<file path="config.mk">
export PLATFORM = sky130hd
export DESIGN_NAME = crc_stream
export DESIGN_NICKNAME = d
export VERILOG_FILES = /design/src/rtl/crc_pkg.sv /design/src/rtl/crc_step.sv /design/src/rtl/crc_stream.sv
export SDC_FILE = /design/constraint.sdc
export NUM_CORES = 1
export LEC_CHECK = 0
export CORE_MARGIN = 2
export CORE_UTILIZATION = 30
export DETAILED_ROUTE_END_ITERATION = 16
export HOLD_SLACK_MARGIN = 0.05
export PLACE_DENSITY = 0.62
export SLEW_MARGIN = 5
export SYNTH_ARGS = -nofsm -noshare
export SYNTH_HDL_FRONTEND = slang
export SYNTH_SLANG_ARGS = --single-unit
export TNS_END_PERCENT = 5
</file>
<file path="constraint.sdc">
create_clock -name clk -period 2.1 [get_ports clk]
set_input_delay 0.315 -clock clk [delete_from_list [all_inputs] [get_ports clk]]
set_output_delay 0.315 -clock clk [all_outputs]
set_load 0.01 [all_outputs]
</file>
<file path="src/rtl/crc_pkg.sv">
// Shared types and named polynomial presets for the streaming CRC blocks.
package crc_pkg;

    typedef enum logic {
        ST_RUN  = 1'b0,
        ST_HOLD = 1'b1
    } crc_state_e;

    localparam int unsigned CCITT_W = 16;
    localparam int unsigned CRC32_W = 32;

    localparam logic [CCITT_W-1:0] CCITT_POLY        = 16'h1021;
    localparam logic [CCITT_W-1:0] CCITT_INIT_XMODEM = 16'h0000;
    localparam logic [CCITT_W-1:0] CCITT_INIT_FALSE  = 16'hFFFF;
    localparam logic [CCITT_W-1:0] CCITT_XOROUT      = 16'h0000;
    localparam logic [CCITT_W-1:0] CCITT_RESIDUE     = 16'h0000;

    localparam logic [CRC32_W-1:0] CRC32_POLY    = 32'h04C11DB7;
    localparam logic [CRC32_W-1:0] CRC32_INIT    = 32'hFFFFFFFF;
    localparam logic [CRC32_W-1:0] CRC32_XOROUT  = 32'hFFFFFFFF;
    localparam logic [CRC32_W-1:0] CRC32_RESIDUE = 32'hDEBB20E3;

endpackage

</file>
<file path="src/rtl/crc_step.sv">
// Combinational advance of a CRC register by one DATA_W-bit beat (serial LFSR, unrolled).
module crc_step #(
    parameter int unsigned      CRC_W  = 16,
    parameter int unsigned      DATA_W = 8,
    parameter logic [CRC_W-1:0] POLY   = CRC_W'(16'h1021),
    parameter bit               REFIN  = 1'b0
) (
    input  logic [CRC_W-1:0]  crc,
    input  logic [DATA_W-1:0] data,
    output logic [CRC_W-1:0]  nxt
);

    logic [DATA_W-1:0] data_rev;
    logic [DATA_W-1:0] data_ord;
    logic [DATA_W-1:0] d;
    logic [CRC_W-1:0]  r;
    logic              fb;

    for (genvar g = 0; g < DATA_W; g++) begin : g_rev
        assign data_rev[g] = data[DATA_W-1-g];
    end

    // Arrange the beat so that its first-consumed bit sits in the MSB.
    assign data_ord = REFIN ? data_rev : data;

    always_comb begin
        r  = crc;
        d  = data_ord;
        fb = 1'b0;
        for (int i = 0; i < DATA_W; i++) begin
            fb = r[CRC_W-1] ^ d[DATA_W-1];
            r  = (r << 1) ^ (fb ? POLY : '0);
            d  = d << 1;
        end
        nxt = r;
    end

endmodule

</file>
<file path="src/rtl/crc_stream.sv">
// Streaming CRC engine: consumes framed beats, presents the frame's CRC and a residue check.
module crc_stream
    import crc_pkg::*;
#(
    parameter int unsigned      CRC_W   = 16,
    parameter int unsigned      DATA_W  = 8,
    parameter logic [CRC_W-1:0] POLY    = CRC_W'(16'h1021),
    parameter logic [CRC_W-1:0] INIT    = '0,
    parameter bit               REFIN   = 1'b0,
    parameter bit               REFOUT  = 1'b0,
    parameter logic [CRC_W-1:0] XOROUT  = '0,
    parameter logic [CRC_W-1:0] RESIDUE = '0
) (
    input  logic              clk,
    input  logic              rst_n,
    input  logic              clear,
    input  logic              s_valid,
    output logic              s_ready,
    input  logic [DATA_W-1:0] s_data,
    input  logic              s_last,
    output logic              m_valid,
    input  logic              m_ready,
    output logic [CRC_W-1:0]  m_crc,
    output logic              m_good
);

    crc_state_e       state_q, state_nx;
    logic [CRC_W-1:0] crc_q, crc_nx;
    logic [CRC_W-1:0] crc_step_c;
    logic [CRC_W-1:0] crc_refl_c;
    logic [CRC_W-1:0] crc_ord_c;
    logic [CRC_W-1:0] m_crc_nx;
    logic             m_good_nx;

    crc_step #(
        .CRC_W  (CRC_W),
        .DATA_W (DATA_W),
        .POLY   (POLY),
        .REFIN  (REFIN)
    ) u_step (
        .crc  (crc_q),
        .data (s_data),
        .nxt  (crc_step_c)
    );

    for (genvar g = 0; g < CRC_W; g++) begin : g_refl
        assign crc_refl_c[g] = crc_step_c[CRC_W-1-g];
    end

    // Residue is compared in the result's bit order, matching published CRC catalogue values.
    assign crc_ord_c = REFOUT ? crc_refl_c : crc_step_c;

    always_comb begin
        state_nx  = state_q;
        crc_nx    = crc_q;
        m_crc_nx  = m_crc;
        m_good_nx = m_good;
        if (clear) begin
            state_nx = ST_RUN;
            crc_nx   = INIT;
        end else begin
            case (state_q)
                ST_RUN: begin
                    if (s_valid) begin
                        if (s_last) begin
                            crc_nx    = INIT;
                            m_crc_nx  = crc_ord_c ^ XOROUT;
                            m_good_nx = (crc_ord_c == RESIDUE);
                            state_nx  = ST_HOLD;
                        end else begin
                            crc_nx = crc_step_c;
                        end
                    end
                end
                ST_HOLD: begin
                    if (m_ready) begin
                        state_nx = ST_RUN;
                    end
                end
                default: state_nx = ST_RUN;
            endcase
        end
    end

    always_ff @(posedge clk or negedge rst_n) begin
        if (!rst_n) begin
            state_q <= ST_RUN;
            crc_q   <= INIT;
            m_crc   <= '0;
            m_good  <= 1'b0;
            s_ready <= 1'b1;
            m_valid <= 1'b0;
        end else begin
            state_q <= state_nx;
            crc_q   <= crc_nx;
            m_crc   <= m_crc_nx;
            m_good  <= m_good_nx;
            s_ready <= (state_nx == ST_RUN);
            m_valid <= (state_nx == ST_HOLD);
        end
    end

endmodule
</file>
Word-level counts from Yosys, hierarchy flattened
Index checks and enable logic that the tools add are counted.
Widths: inputs -> output; s select.
- word-level logic and storage cells: 46
- memory bits (read-only): 0
- memories kept: 0
- bits in latches: 0
- output and inout port bits: 19
- bits in writable memories: 0
- register bits after elaboration: 35
- shift operators: 0
- div/mod/pow operators: 0
- equal/unequal tests: 1
- $mul: 0
- add/subtract/negate cells: 0
- bitwise logic cells: 19
- reductions and logical operators: 4
- order comparisons: 0
- mux-type cells: 17
- operators with widths (kind ; number):
    $mux 13 ; 8
    $xor 16x16->16 ; 5
    $mux 16 ; 4
    $xor 16x13->16 ; 3
    $logic_not 16->1 ; 1
    $xor 1x1->1 ; 8
    $mux 1 ; 4
    $reduce_and 4->1 ; 1
    $not 1->1 ; 3
    $ne 2x2->1 const B ; 1
    $pmux 1 s2 ; 1
    $reduce_and 2->1 ; 1
    $reduce_bool 2->1 ; 1

Longest topological paths before layout
- depth after elaboration: 28
- gate-level depth with buffers: 6

Modules after synthesis
Synthesis repeated with hierarchy kept, for this count alone.
- cells, all modules: 111
- area total of the unflattened synthesis: 1740.4 sq um
- modules (own cells, without submodules) (module ; cells each ; area each (sq um) ; times used):
    crc_stream ; 85 ; 1345.0 ; 1
    crc_step ; 26 ; 395.4 ; 1

Worst setup path before layout
Ideal clock, no wire load.
- kind: reg2reg
- from: reg state_q
- to: reg m_good
- stages on the path, launching flop included: 7
- arrival time: 1673 ps
- period minus slack after synthesis: 1768 ps
- setup time: 95 ps
- buffers on the path: 1
- slack: 332 ps
- cell sequence: dfrtp_1 nand2b_1 or3b_1 buf_4 nor4_1 o2111ai_1 o31ai_1
- cells in the longest elaborated chain, start to end: 2
- ends and longest elaborated chain (element ; RTL line ; text):
    start, declared ; crc_stream.sv:27 ; crc_state_e state_q, state_nx;
    start signal, assigned ; crc_stream.sv:94 ; state_q <= state_nx;
    $not 1->1 (no line) ; n/a ;
    $reduce_and 4->1 (no line) ; n/a ;
    end signal, assigned ; crc_stream.sv:97 ; m_good <= m_good_nx;
    end, declared ; crc_stream.sv:24 ; output logic m_good
Every way passes these cells.
A chain may end at the register's enable or synchronous reset.

Worst setup path in the final report
- from: in s_data[6]
- to: reg m_good
- cells in the longest elaborated chain, start to end: 12
- ends and longest elaborated chain (element ; RTL line ; text):
    start, declared ; crc_stream.sv:19 ; input logic [DATA_W-1:0] s_data,
    $xor 1x1->1 (*) ; crc_step.sv:31 ; fb = r[CRC_W-1] ^ d[DATA_W-1];
    $mux 13 (*) ; crc_step.sv:32 ; r = (r << 1) ^ (fb ? POLY : '0);
    $xor 16x16->16 (*) (4 in series) ; crc_step.sv:32 ;
    $xor 1x1->1 ; crc_step.sv:31 ;
    $mux 13 ; crc_step.sv:32 ;
    $xor 16x13->16 (*) (3 in series) ; crc_step.sv:32 ;
    $logic_not 16->1 (*) ; crc_stream.sv:68 ; m_good_nx = (crc_ord_c == RESIDUE);
Mark *: on every way between the ends. The rest lies on a longest branch, timed or not.

==> summary.md <==
| Metric | Value |
|---|---|
| Pwr/cell area | 961 nW/um^2 |
| Inserted Clock Buffers | 5 |
| Kind of critical path | input port to flip-flop |
| Max-slew violation count | 0 |
| Max Clk Rate | 0.533 GHz |
| CP endpoint | m_good |
| Dpl cells | 250 |
| Area contributors post-synth | dfrtp_1 (52%), xnor2_1 (7.0%), o21ai_0 (5.2%), xnor2_2 (5.0%), nand2_1 (4.4%) |
| Slew headroom | 0.256 |
| Detailed-router iteration count before antenna repair | 2 |
| Flops & latches, synth | 35 |
| Post-CTS Setup Bufs | 0 |
| TNS Setup | 0 ns |
| Finish-stage setup viols | 0 |
| Cell Count, Final, Fillers Out | 258 |
| Yosys Warn Count | 0 |
| Total Nets Final | 201 |
| Max FO, Critical Path | 6 |
| Post-synth ARST share | 1.00 |
| Count of clock tree sinks | 35 |
| First-pass GRT wire length | 5420 um |
| Final hold viol count | 0 |
| # IOs | 33 |
| Via count | 1114 |
| Mapped Area | 1640 sq um |
| Syn_nets | 151 |
| WL/cell | 12.8 um |
| Sequential share of the synthesized area | 0.536 |
| Initial DRC count | 61 |
| Main synth FF type | dfrtp_1 |
| Final min period | 1.88 ns |
| Vias per cell | 4.32 |
| N_diodes | 0 |
| Post-DP HPWL | 2310 um |
| GRT Util Overall | 0.116 |
| Vias in the first global route | 1101 |
| Die width | 77.8 um |
| Worst VDD drop | 0.361 mV |
| Netlist cell types | 31 |
| # H-tree levels | 2 |
| CP Launch Type | input port |
| Critical Path AT | 2.07 ns |
| CTS tree | yes |
| Reg2Reg Setup Slack | 0.26 ns |
| Largest net degree at the start of global routing | 36 |
| GPL Wtd Cong | 0.765 |
| Post-CTS Resized | 0 |
| Worst-path clk slew | 0.07 ns |
| Top cell type's share of synthesized area | 0.520 |
| Initial Util | 0.316 |
| Die ar. | 6060 sq um |
| Maxcap violations | 0 |
| Post-route ant nets | 0 |
| Status | complete, no violations |
| Top-count cell post-synth | dfrtp_1 |
| Initial antenna violation count | 0 |
| # port buffers | 32 |
| Hold_buf cts | 0 |
| Leak | 0.000967 uW |
| Unrepaired setup endpoints after global routing | false |
| Syn_area_per_cell | 11.9 sq um |
| Residual DRC | 0 |
| Slew @ Worst Pin | 1.11 ns |
| Area leader, netlist | dfrtp_1 |
| Clock Latency Late Sink | 0.29 ns |
| CP required | 2.30 ns |
| Final wirelength | 3310 um |
| R2R cell count | 6 |
| Die height | 77.8 um |
| Final worst-path cycle share | 0.893 |
| Layout cells sized above 1 | 0.197 |
| Worst hold path class | input port to async pin |
| Area Growth Syn to Fin | 36.5% |
| CP Launch Point | s_data[6] |
| Setup Skew | 0.00829 ns |
| Total core area | 5170 sq um |
| Endpoint class of the critical path | flip-flop |
| Critical R2R Capture | m_good |
| EDFF count, synth | 0 |
| Max clock buf depth | 2 |
| Root buf cell | clkbuf_8 |
| Row count | 26 |
| Most common library cells after synthesis | dfrtp_1 (34), nand2_1 (19), o21ai_0 (17) |
| GRT overflow | 0 |
| Synth Instances | 137 |
| Worst r2r src | state_q |
-- power by group --
part | switching, uW | internal, uW
Clock | 239 | 264
Sequential | 77.5 | 809
Combinational | 320 | 434
-- layout make-up --
type | count | area, sq um
Tap cell | 70 | 87.6
Sequential cell | 35 | 877
Multi-Input combinational cell | 95 | 724
Clock inverter | 1 | 5.00
Fill cell | 499 | 2940
Timing Repair Buffer | 49 | 448
Inverter | 1 | 3.75
Clock buffer | 7 | 86.3
-- metal layers --
layer	wire (um)	GRT usage	vias up
met1	1770	0.173	517
met5	0	0	-
met2	1350	0.156	26
li1	-	-	566
met3	160	0.0419	5
met4	35	0.0321	0
-- flip-flops by register name (all words and copies together) (netlist names) --
name and count:
crc_q 16, m_crc 16, m_good 1, s_ready 1, state_q 1
-- cell usage in the layout, fill, tap and decap left out, types with 2 or more instances in the layout --
cell type	instances
xor2_2	2
buf_4	17
xor2_1	5
nand2_1	19
clkbuf_8	6
dfrtp_1	34
o21ai_0	17
mux2_1	4
nand2b_1	2
clkdlybuf4s50_1	32
xnor2_1	13
nor3_1	2
xnor2_2	5
mux2_2	3
a22o_1	7
nor2_1	2
-- cell families (layout without fill, tap and decap cells) --
family,count (synthesis),count (layout),synth area share
xor+xnor,26,26,0.183
simple gates,33,33,0.0987
buf+inv,7,58,0.0207
mux,8,8,0.0543
flops,35,35,0.536
compound gates,28,28,0.107
-- critical path, stage by stage --
cell	delay [ns]
clkdlybuf4s50_1	0.55
xor2_4	0.30
xnor2_1	0.21
nor4b_2	0.26
o2111ai_1	0.17
o31ai_1	0.26
-- worst min path at each step --
stage | from | to | slack [ns] | cells past startpoint
after CTS | rst_n | crc_q[6] | 0.46 | 2
final | rst_n | m_good | 0.45 | 2
after floorplan | rst_n | crc_q[0] | 0.02 | 0
after global placement | m_crc[5] | m_crc[5] | 0.46 | 2
after detailed placement | m_crc[5] | m_crc[5] | 0.47 | 2
after global routing | m_crc[5] | m_crc[5] | 0.50 | 2
-- metrics by stage --
step                      power [uW]  instance area (sq um)  setup WS [ns]  hold WS, ns  utilization
after floorplan                 1250                   1640          0.332       0.0194            -
after global placement          1660                   2140        -0.0434        0.460        0.414
after detailed placement        1660                   2140        -0.0226        0.469        0.414
after CTS                       2170                   2230          0.220        0.463        0.432
after global routing            2270                   2230         0.0819        0.498        0.432
final                           2140                   2230          0.224        0.454        0.432
Power figures use the tool's default switching activity.
